$ cat config.mk
export PLATFORM = sky130hd
export DESIGN_NAME = index_loop_counter_flat
export DESIGN_NICKNAME = d
export VERILOG_FILES = /design/src/rtl/index_loop_counter_if.sv /design/src/rtl/index_loop_counter.sv /design/src/flat_wrapper.sv
export SDC_FILE = /design/constraint.sdc
export NUM_CORES = 1
export LEC_CHECK = 0
export CORE_UTILIZATION = 60
export DETAILED_ROUTE_END_ITERATION = 7
export HOLD_SLACK_MARGIN = 0.15
export PLACE_DENSITY = 0.81
export SLEW_MARGIN = 20
export SYNTH_ARGS = -nofsm -noshare
export SYNTH_HDL_FRONTEND = slang
export SYNTH_SLANG_ARGS = --single-unit
$ cat constraint.sdc
create_clock -name clk_i -period 8.3 [get_ports clk_i]
set_input_delay 0.83 -clock clk_i [delete_from_list [all_inputs] [get_ports clk_i]]
set_output_delay 0.83 -clock clk_i [all_outputs]
set_load 0.01 [all_outputs]
$ cat src/rtl/index_loop_counter_if.sv
// Control and status bundle for the nested index down-counter.
`timescale 1ns/1ps

interface index_loop_counter_if #(
    parameter int unsigned OC_W = 4,
    parameter int unsigned KH_W = 2,
    parameter int unsigned KW_W = 2
);
    localparam int unsigned TOT_W = OC_W + KH_W + KW_W;

    logic              init;
    logic [OC_W-1:0]   bound_oc;
    logic [KH_W-1:0]   bound_kh;
    logic [KW_W-1:0]   bound_kw;
    logic              auto_reload;
    logic              enable;

    logic              busy;
    logic [OC_W-1:0]   idx_oc;
    logic [KH_W-1:0]   idx_kh;
    logic [KW_W-1:0]   idx_kw;
    logic [TOT_W-1:0]  remaining;
    logic              last;
    logic              near_last;
    logic              done;

    modport master (
        output init, bound_oc, bound_kh, bound_kw, auto_reload, enable,
        input  busy, idx_oc, idx_kh, idx_kw, remaining, last, near_last, done
    );

    modport slave (
        input  init, bound_oc, bound_kh, bound_kw, auto_reload, enable,
        output busy, idx_oc, idx_kh, idx_kw, remaining, last, near_last, done
    );
endinterface

$ cat src/rtl/index_loop_counter.sv
// Nested {oc, kh, kw} down-counter producing decoded index tuples for one convolution
// window sweep, with remaining-step count, last/near-last flags and optional auto-reload.
`timescale 1ns/1ps

module index_loop_counter #(
    parameter int unsigned OC_W = 4,
    parameter int unsigned KH_W = 2,
    parameter int unsigned KW_W = 2
) (
    input logic                 clk_i,
    input logic                 rst_ni,
    index_loop_counter_if.slave bus
);
    localparam int unsigned TOT_W  = OC_W + KH_W + KW_W;
    localparam int unsigned PROD_W = TOT_W + 1;

    typedef enum logic [0:0] {StIdle, StRun} state_e;

    state_e            state_q;
    logic [OC_W-1:0]   bnd_oc_q;
    logic [KH_W-1:0]   bnd_kh_q;
    logic [KW_W-1:0]   bnd_kw_q;
    logic              auto_q;
    logic [OC_W-1:0]   idx_oc_q;
    logic [KH_W-1:0]   idx_kh_q;
    logic [KW_W-1:0]   idx_kw_q;
    logic [TOT_W-1:0]  rem_q;
    logic              done_q;

    // A zero bound means 2^W: prefixing the zero-detect bit yields exactly that count.
    logic [OC_W:0]     eff_oc_in, eff_oc_lat;
    logic [KH_W:0]     eff_kh_in, eff_kh_lat;
    logic [KW_W:0]     eff_kw_in, eff_kw_lat;
    logic [PROD_W-1:0] prod_in, prod_lat;
    logic [TOT_W-1:0]  rem_load_in, rem_load_lat;

    assign eff_oc_in  = {(bus.bound_oc == '0), bus.bound_oc};
    assign eff_kh_in  = {(bus.bound_kh == '0), bus.bound_kh};
    assign eff_kw_in  = {(bus.bound_kw == '0), bus.bound_kw};
    assign eff_oc_lat = {(bnd_oc_q == '0), bnd_oc_q};
    assign eff_kh_lat = {(bnd_kh_q == '0), bnd_kh_q};
    assign eff_kw_lat = {(bnd_kw_q == '0), bnd_kw_q};

    // The product never exceeds 2^TOT_W, so TOT_W+1 bits hold it exactly.
    assign prod_in  = PROD_W'(eff_oc_in) * PROD_W'(eff_kh_in) * PROD_W'(eff_kw_in);
    assign prod_lat = PROD_W'(eff_oc_lat) * PROD_W'(eff_kh_lat) * PROD_W'(eff_kw_lat);

    assign rem_load_in  = TOT_W'(prod_in - PROD_W'(1));
    assign rem_load_lat = TOT_W'(prod_lat - PROD_W'(1));

    always_ff @(posedge clk_i or negedge rst_ni) begin
        if (!rst_ni) begin
            state_q  <= StIdle;
            bnd_oc_q <= '0;
            bnd_kh_q <= '0;
            bnd_kw_q <= '0;
            auto_q   <= 1'b0;
            idx_oc_q <= '0;
            idx_kh_q <= '0;
            idx_kw_q <= '0;
            rem_q    <= '0;
            done_q   <= 1'b0;
        end else begin
            done_q <= 1'b0;
            if (bus.init) begin
                // Restart wins over stepping and suppresses any pending done.
                bnd_oc_q <= bus.bound_oc;
                bnd_kh_q <= bus.bound_kh;
                bnd_kw_q <= bus.bound_kw;
                auto_q   <= bus.auto_reload;
                idx_oc_q <= bus.bound_oc - OC_W'(1);
                idx_kh_q <= bus.bound_kh - KH_W'(1);
                idx_kw_q <= bus.bound_kw - KW_W'(1);
                rem_q    <= rem_load_in;
                state_q  <= StRun;
            end else begin
                unique case (state_q)
                    StIdle: begin
                        state_q <= StIdle;
                    end
                    StRun: begin
                        if (bus.enable) begin
                            if (rem_q == '0) begin
                                done_q <= 1'b1;
                                if (auto_q) begin
                                    idx_oc_q <= bnd_oc_q - OC_W'(1);
                                    idx_kh_q <= bnd_kh_q - KH_W'(1);
                                    idx_kw_q <= bnd_kw_q - KW_W'(1);
                                    rem_q    <= rem_load_lat;
                                end else begin
                                    idx_oc_q <= '0;
                                    idx_kh_q <= '0;
                                    idx_kw_q <= '0;
                                    rem_q    <= '0;
                                    state_q  <= StIdle;
                                end
                            end else begin
                                rem_q <= rem_q - TOT_W'(1);
                                if (idx_kw_q == '0) begin
                                    idx_kw_q <= bnd_kw_q - KW_W'(1);
                                    if (idx_kh_q == '0) begin
                                        idx_kh_q <= bnd_kh_q - KH_W'(1);
                                        idx_oc_q <= idx_oc_q - OC_W'(1);
                                    end else begin
                                        idx_kh_q <= idx_kh_q - KH_W'(1);
                                    end
                                end else begin
                                    idx_kw_q <= idx_kw_q - KW_W'(1);
                                end
                            end
                        end
                    end
                    default: begin
                        state_q <= StIdle;
                    end
                endcase
            end
        end
    end

    assign bus.busy      = (state_q == StRun);
    assign bus.idx_oc    = idx_oc_q;
    assign bus.idx_kh    = idx_kh_q;
    assign bus.idx_kw    = idx_kw_q;
    assign bus.remaining = rem_q;
    assign bus.done      = done_q;
    assign bus.last      = bus.busy & (rem_q == '0);

    // Gated by reset so every output reads 0 while reset is held.
    assign bus.near_last = rst_ni & ((bus.init & (prod_in == PROD_W'(1))) |
                                     (~bus.init & bus.busy & (rem_q <= TOT_W'(1))));

`ifndef SYNTHESIS
    a_done_cause: assert property (@(posedge clk_i) disable iff (!rst_ni)
        bus.done |-> $past(bus.last && bus.enable && !bus.init));

    a_idx_in_range: assert property (@(posedge clk_i) disable iff (!rst_ni)
        bus.busy |-> (({1'b0, idx_kw_q} < eff_kw_lat) &&
                      ({1'b0, idx_kh_q} < eff_kh_lat) &&
                      ({1'b0, idx_oc_q} < eff_oc_lat)));
`endif

endmodule

$ cat src/flat_wrapper.sv
// flat-port wrapper written by rule: the top's interface ports become plain ports
module index_loop_counter_flat 
#(
    parameter int unsigned OC_W = 4,
    parameter int unsigned KH_W = 2,
    parameter int unsigned KW_W = 2
)
  (clk_i, rst_ni, bus_init, bus_bound_oc, bus_bound_kh, bus_bound_kw, bus_auto_reload, bus_enable, bus_busy, bus_idx_oc, bus_idx_kh, bus_idx_kw, bus_remaining, bus_last, bus_near_last, bus_done);
  index_loop_counter_if #(.OC_W(OC_W), .KH_W(KH_W), .KW_W(KW_W)) bus_i ();
  input logic clk_i;
  input logic rst_ni;
  input wire logic [$bits(bus_i.init)-1:0] bus_init;
  input wire logic [$bits(bus_i.bound_oc)-1:0] bus_bound_oc;
  input wire logic [$bits(bus_i.bound_kh)-1:0] bus_bound_kh;
  input wire logic [$bits(bus_i.bound_kw)-1:0] bus_bound_kw;
  input wire logic [$bits(bus_i.auto_reload)-1:0] bus_auto_reload;
  input wire logic [$bits(bus_i.enable)-1:0] bus_enable;
  output wire logic [$bits(bus_i.busy)-1:0] bus_busy;
  output wire logic [$bits(bus_i.idx_oc)-1:0] bus_idx_oc;
  output wire logic [$bits(bus_i.idx_kh)-1:0] bus_idx_kh;
  output wire logic [$bits(bus_i.idx_kw)-1:0] bus_idx_kw;
  output wire logic [$bits(bus_i.remaining)-1:0] bus_remaining;
  output wire logic [$bits(bus_i.last)-1:0] bus_last;
  output wire logic [$bits(bus_i.near_last)-1:0] bus_near_last;
  output wire logic [$bits(bus_i.done)-1:0] bus_done;
  assign bus_i.init = bus_init;
  assign bus_i.bound_oc = bus_bound_oc;
  assign bus_i.bound_kh = bus_bound_kh;
  assign bus_i.bound_kw = bus_bound_kw;
  assign bus_i.auto_reload = bus_auto_reload;
  assign bus_i.enable = bus_enable;
  assign bus_busy = bus_i.busy;
  assign bus_idx_oc = bus_i.idx_oc;
  assign bus_idx_kh = bus_i.idx_kh;
  assign bus_idx_kw = bus_i.idx_kw;
  assign bus_remaining = bus_i.remaining;
  assign bus_last = bus_i.last;
  assign bus_near_last = bus_i.near_last;
  assign bus_done = bus_i.done;
  index_loop_counter #(.OC_W(OC_W), .KH_W(KH_W), .KW_W(KW_W)) u_core (.clk_i(clk_i), .rst_ni(rst_ni), .bus(bus_i));
endmodule
==> qor.txt, run 1 <==
status = finished, final reports clean
Routed Antenna Nets = 0
post-synth net total = 547
Max clock buf depth = 2
fin crit share = 85.47%
Final Max Slew Viols = 0
Port Buffer Count = 32
P_sw = 331.2 uW
initial antenna violation count = 0
I/O Pins = 33
Gate power share = 61.8%
DP Worst Slack = 1.224 ns
vias in the first global route = 3,153
Die X = 80.66 um
clock latency on the worst-skew pair = 0.28 ns
Setup WS post-layout = 1.206 ns
max cap viols = 0
Setup Viol. Count Final = 0
hpwl dp = 6.611 mm
largest area contributor in the netlist = dfrtp_1
PostCTS Resize Cnt = 0
setup TNS = 0 ns
leakage power = 1.952 nW
row count = 28
hold buffer count at cts = 0
worst path required time = 7.47 ns
CP cell instances = clkdlybuf4s50_1 > inv_1 > ha_1 > nand2_1 > fa_1 > inv_1 > ha_1 > fa_1 > nand2_1 > fa_1 > inv_1 > fa_1 > a21o_1 > a21oi_1 > xnor2_1 > or4_1 > o31ai_1 > clkdlybuf4s50_1
Main synth FF type = dfrtp_1
CP bufs+invs = 5
core box area = 5956 um^2
P&R area growth vs syn = 11.43%
startpoint types = input port
overall die height = 80.66 um
clock root buffer = clkbuf_8
Reg power frac = 27.9%
1st-pass router iterations = 7
syn_area_per_cell = 7.966 um^2
final hold violations = 0
Setup crit end kind = output pin
Clock power frac = 10.4%
Clock transition at path regs = 0.09 ns
Max transition margin = 56.34%
worst hold margin = 0.5893 ns
CTS tree = yes
Total Wirelength = 8.230 mm
sequential share of the synthesized area = 18.20%
first-iteration detailed-routing DRC count = 215
top area cells in the synthesized netlist = dfrtp_1, ha_1, fa_1
slowest cell delay on critical path = 0.58 ns
first-pass GRT wire length = 14.24 mm
final std cells w/o fill = 565
total CTS buffers = 3
Placed Instances = 561
post-synthesis cell type count = 47
Worst path top cell family by delay = adder cells
Post-Synthesis Cells = 466
die area = 6506 um^2
critical-path maximum fanout = 7
slowest cell on the critical path = clkdlybuf4s50_1
vias per cell = 5.825
Post-CTS Setup Bufs = 0
via count = 3,291
RSZ-0062 raised after global routing = false
GR Util All Layers = 27.81%
Final Cell Area = 4136 um^2
Post-synth ARST share = 100.0%
fin util = 69.45%
Worst Skew = 0.006600 ns
Warnings, synthesis = 0
crit-path most repeated cell = fa_1
GP Congestion = 0.8995
Switching Fraction = 44.20%
layout cell share with drive strength beyond 1 = 3.061%
P_int = 418.2 uW
number of clock sinks = 27
Hold WC Path Type = flip-flop to flip-flop
Power per Cell Area = 181.2 nW/um^2
Mapped Area = 3712 um^2
# H-tree levels = 1
fmax = 141.0 MHz
post-synth top area share = 18.20%
Antenna Cells = 0
largest net degree at the start of global routing = 53
Power Total = 749.4 uW
Peak supply drop = 155.3 uV
nets@finish = 572
Post-synth EDFFs = 0
Worst-Margin Slew = 0.6549 ns
Synth Register Bits = 27
GR Overflow Total = 0
dpl cell area = 4090 um^2
Initial Utilization = 62.33%
Setup CP Type = input port to output pin
Post-route DRC = 0
Final Critical Period = 7.094 ns
DR WL/cell = 14.57 um
worst path arrival time = 6.26 ns
cell families after synthesis:
group	share of synthesized area, %
flip-flops	18.20
AND/OR/NAND/NOR	21.33
buffers and inverters	7.550
AO/OA/AOI/OAI	15.74
XOR/XNOR	8.258
multiplexers	1.753
adder cells (fa/ha/maj)	27.17
area by class of cell:
type | instances | area (um^2)
inverter | 57 | 214.0
clock inverter | 1 | 5.005
sequential | 27 | 675.6
clock buffer | 3 | 41.29
timing repair buffer | 36 | 350.3
fill | 501 | 1819
multi-input combinational | 366 | 2756
tap | 75 | 93.84
worst register-to-register path, stage by stage, from the launching register on:
cell     delay, ns
dfrtp_1       0.47
inv_1         0.18
ha_1          0.17
nor3b_1       0.32
nand2_1       0.13
fa_1          0.49
inv_1         0.04
ha_1          0.34
and3_1        0.17
o21ai_0       0.29
and2_1        0.21
nand2_1       0.06
ha_1          0.28
inv_1         0.06
fa_1          0.50
ha_1          0.34
nor2_1        0.11
a21oi_1       0.07
xor2_1        0.17
nor2b_1       0.14
mux2i_1       0.20
a21oi_1       0.09
Yosys cell counts, drive strengths merged (3+ instances only):
cell / number
mux2: 4
nor3: 12
clkbuf: 13
nand2: 72
nor4b: 4
fa: 21
o31ai: 3
or4: 3
nand3b: 3
nor3b: 5
a31oi: 4
nor2b: 4
buf: 3
and2: 14
inv: 57
a21oi: 23
xor2: 9
nor2: 26
a211oi: 4
o21ai: 31
ha: 47
o21bai: 3
a21o: 8
dfrtp: 27
nand2b: 6
xnor2: 26
nand3: 7
o211ai: 4
metal layers:
metal / GRT usage, % / wire length (um) / vias to the layer above / share of wire [%]
met5: 0 / 0 / - / 0
met4: 7.143 / 148 / 0 / 1.8
met3: 1.023 / 306 / 14 / 3.7
met2: 48.56 / 3993 / 89 / 49
met1: 37.50 / 3781 / 1578 / 46
li1: - / - / 1610 / -
cells in the final DEF, fill, tap and decap left out, drive strengths merged, types with 4 or more instances in the layout:
cell type / instances
nor3b: 5
dfrtp: 27
xnor2: 26
clkdlybuf4s50: 32
xor2: 9
nor3: 12
a211oi: 4
nand2: 72
o21ai: 31
inv: 57
nor4b: 4
nor2b: 4
a21o: 8
fa: 21
buf: 4
and2: 14
a31oi: 4
nand3: 7
nor2: 26
ha: 47
mux2: 4
o211ai: 4
a21oi: 23
nand2b: 6
power by group through the flow:
stage / sequential (mW) / combinational [mW] / clock (mW)
floorplan: 0.209 / 0.318 / 0
global placement: 0.209 / 0.448 / 0
detailed placement: 0.210 / 0.459 / 0
CTS: 0.207 / 0.464 / 0.0794
global route: 0.214 / 0.521 / 0.0840
finish: 0.209 / 0.463 / 0.0776
state kept, by name, indices dropped and copies added, names as in the netlist:
signal                flops
u_core.bnd_oc_q           4
u_core.bus.idx_kw         2
u_core.auto_q             1
u_core.bus.done           1
u_core.bnd_kw_q           2
u_core.bnd_kh_q           2
u_core.bus.idx_kh         2
u_core.bus.idx_oc         4
u_core.bus.remaining      8
u_core.bus.busy           1
final timing paths:
kind                                              start                      end  slack [ns]  cells after the start
worst max-delay path                    bus_bound_kh[0]            bus_near_last        1.21                     18
worst min-delay path            u_core.bus.remaining[5]  u_core.bus.remaining[5]        0.59                      1
worst max register to register       u_core.bnd_oc_q[0]  u_core.bus.remaining[7]        3.34                     21
worst min register to register  u_core.bus.remaining[5]  u_core.bus.remaining[5]        0.59                      1
max in group asynchronous                        rst_ni          u_core.bus.done        7.09                      2
min in group asynchronous                        rst_ni       u_core.bnd_oc_q[3]        0.93                      2
(Power assumes the default switching activity.)
==> run 2, diff against run 1 <==
--- a/config.mk
+++ b/config.mk
@@ -9,7 +9,7 @@
 export DETAILED_ROUTE_END_ITERATION = 7
 export HOLD_SLACK_MARGIN = 0.15
 export PLACE_DENSITY = 0.81
-export SLEW_MARGIN = 20
 export SYNTH_ARGS = -nofsm -noshare
 export SYNTH_HDL_FRONTEND = slang
 export SYNTH_SLANG_ARGS = --single-unit
+export TNS_END_PERCENT = 30
==> constraint.sdc (replaced) <==
create_clock -name clk_i -period 8.3 [get_ports clk_i]
set_input_delay 0.83 -clock clk_i [delete_from_list [all_inputs] [get_ports clk_i]]
set_output_delay 0.83 -clock clk_i [all_outputs]
set_load 0.02 [all_outputs]
==> results of run 2 <==
The final DEF is identical to that of run 1. Status: finished, final reports clean.
Among the figures that moved: setup slack after placement 1.224 ns -> 1.156 ns; setup slack after layout 1.206 ns -> 1.138 ns; total power 0.7494 mW -> 0.7690 mW; worst IR drop on VDD 155.3 uV -> 155.8 uV
==> run 3, diff against run 2 <==
--- a/config.mk
+++ b/config.mk
@@ -5,10 +5,11 @@
 export SDC_FILE = /design/constraint.sdc
 export NUM_CORES = 1
 export LEC_CHECK = 0
+export ABC_AREA = 1
 export CORE_UTILIZATION = 60
 export DETAILED_ROUTE_END_ITERATION = 7
 export HOLD_SLACK_MARGIN = 0.15
-export PLACE_DENSITY = 0.81
+export PLACE_DENSITY = 0.8
 export SYNTH_ARGS = -nofsm -noshare
 export SYNTH_HDL_FRONTEND = slang
 export SYNTH_SLANG_ARGS = --single-unit
==> constraint.sdc (replaced) <==
create_clock -name clk_i -period 7.5 [get_ports clk_i]
set_input_delay 0.75 -clock clk_i [delete_from_list [all_inputs] [get_ports clk_i]]
set_output_delay 0.75 -clock clk_i [all_outputs]
set_load 0.02 [all_outputs]
==> run 3 against run 2 <==
Effect of this change:
- clock power up 13%
- clock-buffer cell count unchanged
- utilization increased by 1.4 points
- cell count increased by 18%
- non-clock buffer count down 2
- sequential cell count unchanged
- via count grew 12%
- global-route usage increased by 1.6 points
- critical path type unchanged
==> qor.txt, run 3 <==
status = finished, final reports clean
worst reg2reg path depth = 29 (+38%)
fin crit share = 88.59%
post-synth net total = 649 (+19%)
setup TNS = 0 ns (unchanged)
total CTS buffers = 3 (unchanged)
fmax = 150.5 MHz
worst hold margin = 0.5542 ns (-0.03515 ns)
RSZ-0062 raised after global routing = false
first-pass GRT wire length = 15.46 mm (+8.5%)
commonest cells in the netlist = nand2_1, inv_1, ha_1, nand3_1, nor2_1
hold buffer count at cts = 0 (unchanged)
I/O Pins = 33 (unchanged)
P&R area growth vs syn = 10.95%
worst path required time = 6.75 ns (-0.72 ns)
core box area = 6061 um^2 (+1.8%)
Setup CP Type = input port to output pin
Peak supply drop = 156.5 uV
clock latency on the worst-skew pair = 0.28 ns (about the same)
first-iteration detailed-routing DRC count = 180 (-16%)
max cap viols = 0 (unchanged)
CP cell instances = clkdlybuf4s50_1 > inv_1 > ha_1 > nand2_1 > fa_1 > inv_1 > ha_1 > fa_1 > xor2_1 > nand2_1 > fa_1 > inv_1 > ha_1 > a21oi_1 > nand2_1 > or2_2 > nand2_1 > nand4_1 > nor2_1 > nand3_1 > a21boi_0 > clkdlybuf4s50_1
via count = 3,699 (+12%)
Antenna Cells = 0 (unchanged)
GR Overflow Total = 0 (unchanged)
FF-to-FF setup slack = 2.73 ns (-0.61 ns)
Total Wirelength = 8.872 mm (+7.8%)
Post-Synthesis Cells = 568 (+22%)
Warnings, synthesis = 0 (unchanged)
Die X = 82.34 um (+2.1%)
slowest cell on the critical path = clkdlybuf4s50_1
vias in the first global route = 3,521 (+12%)
Max transition margin = 48.92% (-7.4 points)
row count = 28 (unchanged)
die area = 6779 um^2 (+4.2%)
syn_area_per_cell = 6.818 um^2 (-14%)
leakage power = 2.365 nW (+21%)
Initial Utilization = 63.89% (+1.6 points)
Port Buffer Count = 32 (unchanged)
Mapped Area = 3872 um^2 (+4.3%)
most frequent cells in the layout = nand2_1, inv_1, ha_1, nand3_1, nor2_1
Final Critical Period = 6.644 ns
largest net degree at the start of global routing = 33 (-38%)
hpwl dp = 7.344 mm (+11%)
Largest register FFs = 8 (unchanged)
Routed Antenna Nets = 0 (unchanged)
largest area contributor in the netlist = dfrtp_1
Max clock buf depth = 2 (unchanged)
count leader, synth = nand2_1
number of clock sinks = 27 (unchanged)
final hold violations = 0 (unchanged)
critical-path maximum fanout = 8 (+1)
crit-path most repeated cell = nand2_1
post-synthesis cell type count = 39 (-17%)
post-synth top area share = 17.45% (-0.75 points)
Post-route DRC = 0 (unchanged)
layout cell share with drive strength beyond 1 = 3.541% (+0.48 points)
sequential share of the synthesized area = 17.45% (-0.75 points)
Hold WC Path Type = flip-flop to flip-flop
top area cells in the synthesized netlist = dfrtp_1, ha_1, nand2_1
Post-synth EDFFs = 0 (unchanged)
DR WL/cell = 13.28 um (-8.8%)
fin util = 70.89% (+1.4 points)
Setup Viol. Count Final = 0 (unchanged)
GP Congestion = 0.8905 (-1.0%)
Post-CTS Setup Bufs = 0 (unchanged)
Post-synth ARST share = 100.0% (unchanged)
# H-tree levels = 1 (unchanged)
Hold Path Stages = 2 (+1)
Setup WS post-layout = 0.8559 ns
CTS tree = yes
overall die height = 82.34 um (+2.1%)
slowest cell delay on critical path = 0.62 ns
Clock transition at path regs = 0.10 ns (about the same)
Worst-Margin Slew = 0.7593 ns (+0.1044 ns)
most common cell after layout, fill and taps aside = nand2_1
Worst Skew = 0.005075 ns (-0.001525 ns)
Setup crit end kind = output pin
PostCTS Resize Cnt = 0 (unchanged)
initial antenna violation count = 0 (unchanged)
Synth Register Bits = 27 (unchanged)
startpoint types = input port
Power per Cell Area = 197.4 nW/um^2
vias per cell = 5.537 (-4.9%)
GR Util All Layers = 29.38% (+1.6 points)
1st-pass router iterations = 4 (-3)
nets@finish = 675 (+18%)
DP Worst Slack = 0.8713 ns
Final Max Slew Viols = 0 (unchanged)
Main synth FF type = dfrtp_1
clock root buffer = clkbuf_8
worst path arrival time = 5.89 ns
run 3: logic make-up after synthesis:
group / after synthesis / share of synthesized area (%)
AOI/OAI and AO/OA: 80 / 12.63
xor gates and xnor gates: 15 / 3.392
adders and majority gates: 68 / 26.04
buffers and inverters: 136 / 13.25
DFF: 27 / 17.45
and+or+nand+nor: 242 / 27.24
run 3: layout make-up:
type / count / area, um^2
clock buffer: 3 / 41.29
clock inverter: 1 / 5.005
fill: 529 / 1764
inverter: 123 / 461.7
multi-input combinational: 405 / 2684
sequential: 27 / 675.6
tap: 75 / 93.84
timing repair buffer: 34 / 335.3
run 3: final timing paths:
path | startpoint | endpoint
max reg2reg | u_core.bnd_kh_q[0] | u_core.bus.remaining[7]
min reg2reg | u_core.bus.remaining[7] | u_core.bus.remaining[7]
min | u_core.bus.remaining[7] | u_core.bus.remaining[7]
min in group asynchronous | rst_ni | u_core.bus.idx_oc[2]
max | bus_bound_kh[0] | bus_near_last
max in group asynchronous | rst_ni | u_core.bus.done
run 3: routing by layer:
layer  vias up  track usage [%]  part of all wire, %
met4         0            7.018                  1.3
met5         -                0                    0
met1      1753            37.53                   46
li1       1864                -                    -
met3        11            2.198                  3.0
met2        71            53.47                   50
run 3: report_power, final:
part / leakage [nW] / switching [mW] / internal, mW
Combinational: 2.02 / 0.320 / 0.226
Clock: 0.0255 / 0.0502 / 0.0374
Sequential: 0.318 / 0.0385 / 0.177
Total: 2.37 / 0.408 / 0.440
run 3: worst max-delay path, delay by kind of cell:
kind                     cells  cell delay [ns]
buffers and inverters        5             1.36
XOR/XNOR                     1             0.23
AO/OA/AOI/OAI                2             0.31
adder cells (fa/ha/maj)      6             2.28
AND/OR/NAND/NOR              8             0.94
run 3: stage by stage:
stage / std cells / cell area, um^2 / total power, mW
2_1_floorplan: 568 / 3872 / 0.6035
3_3_place_gp: 664 / 4250 / 0.7451
3_5_place_dp: 664 / 4250 / 0.7577
4_1_cts: 668 / 4297 / 0.8473
5_1_grt: 668 / 4297 / 0.9398
6_report: 668 / 4297 / 0.8482
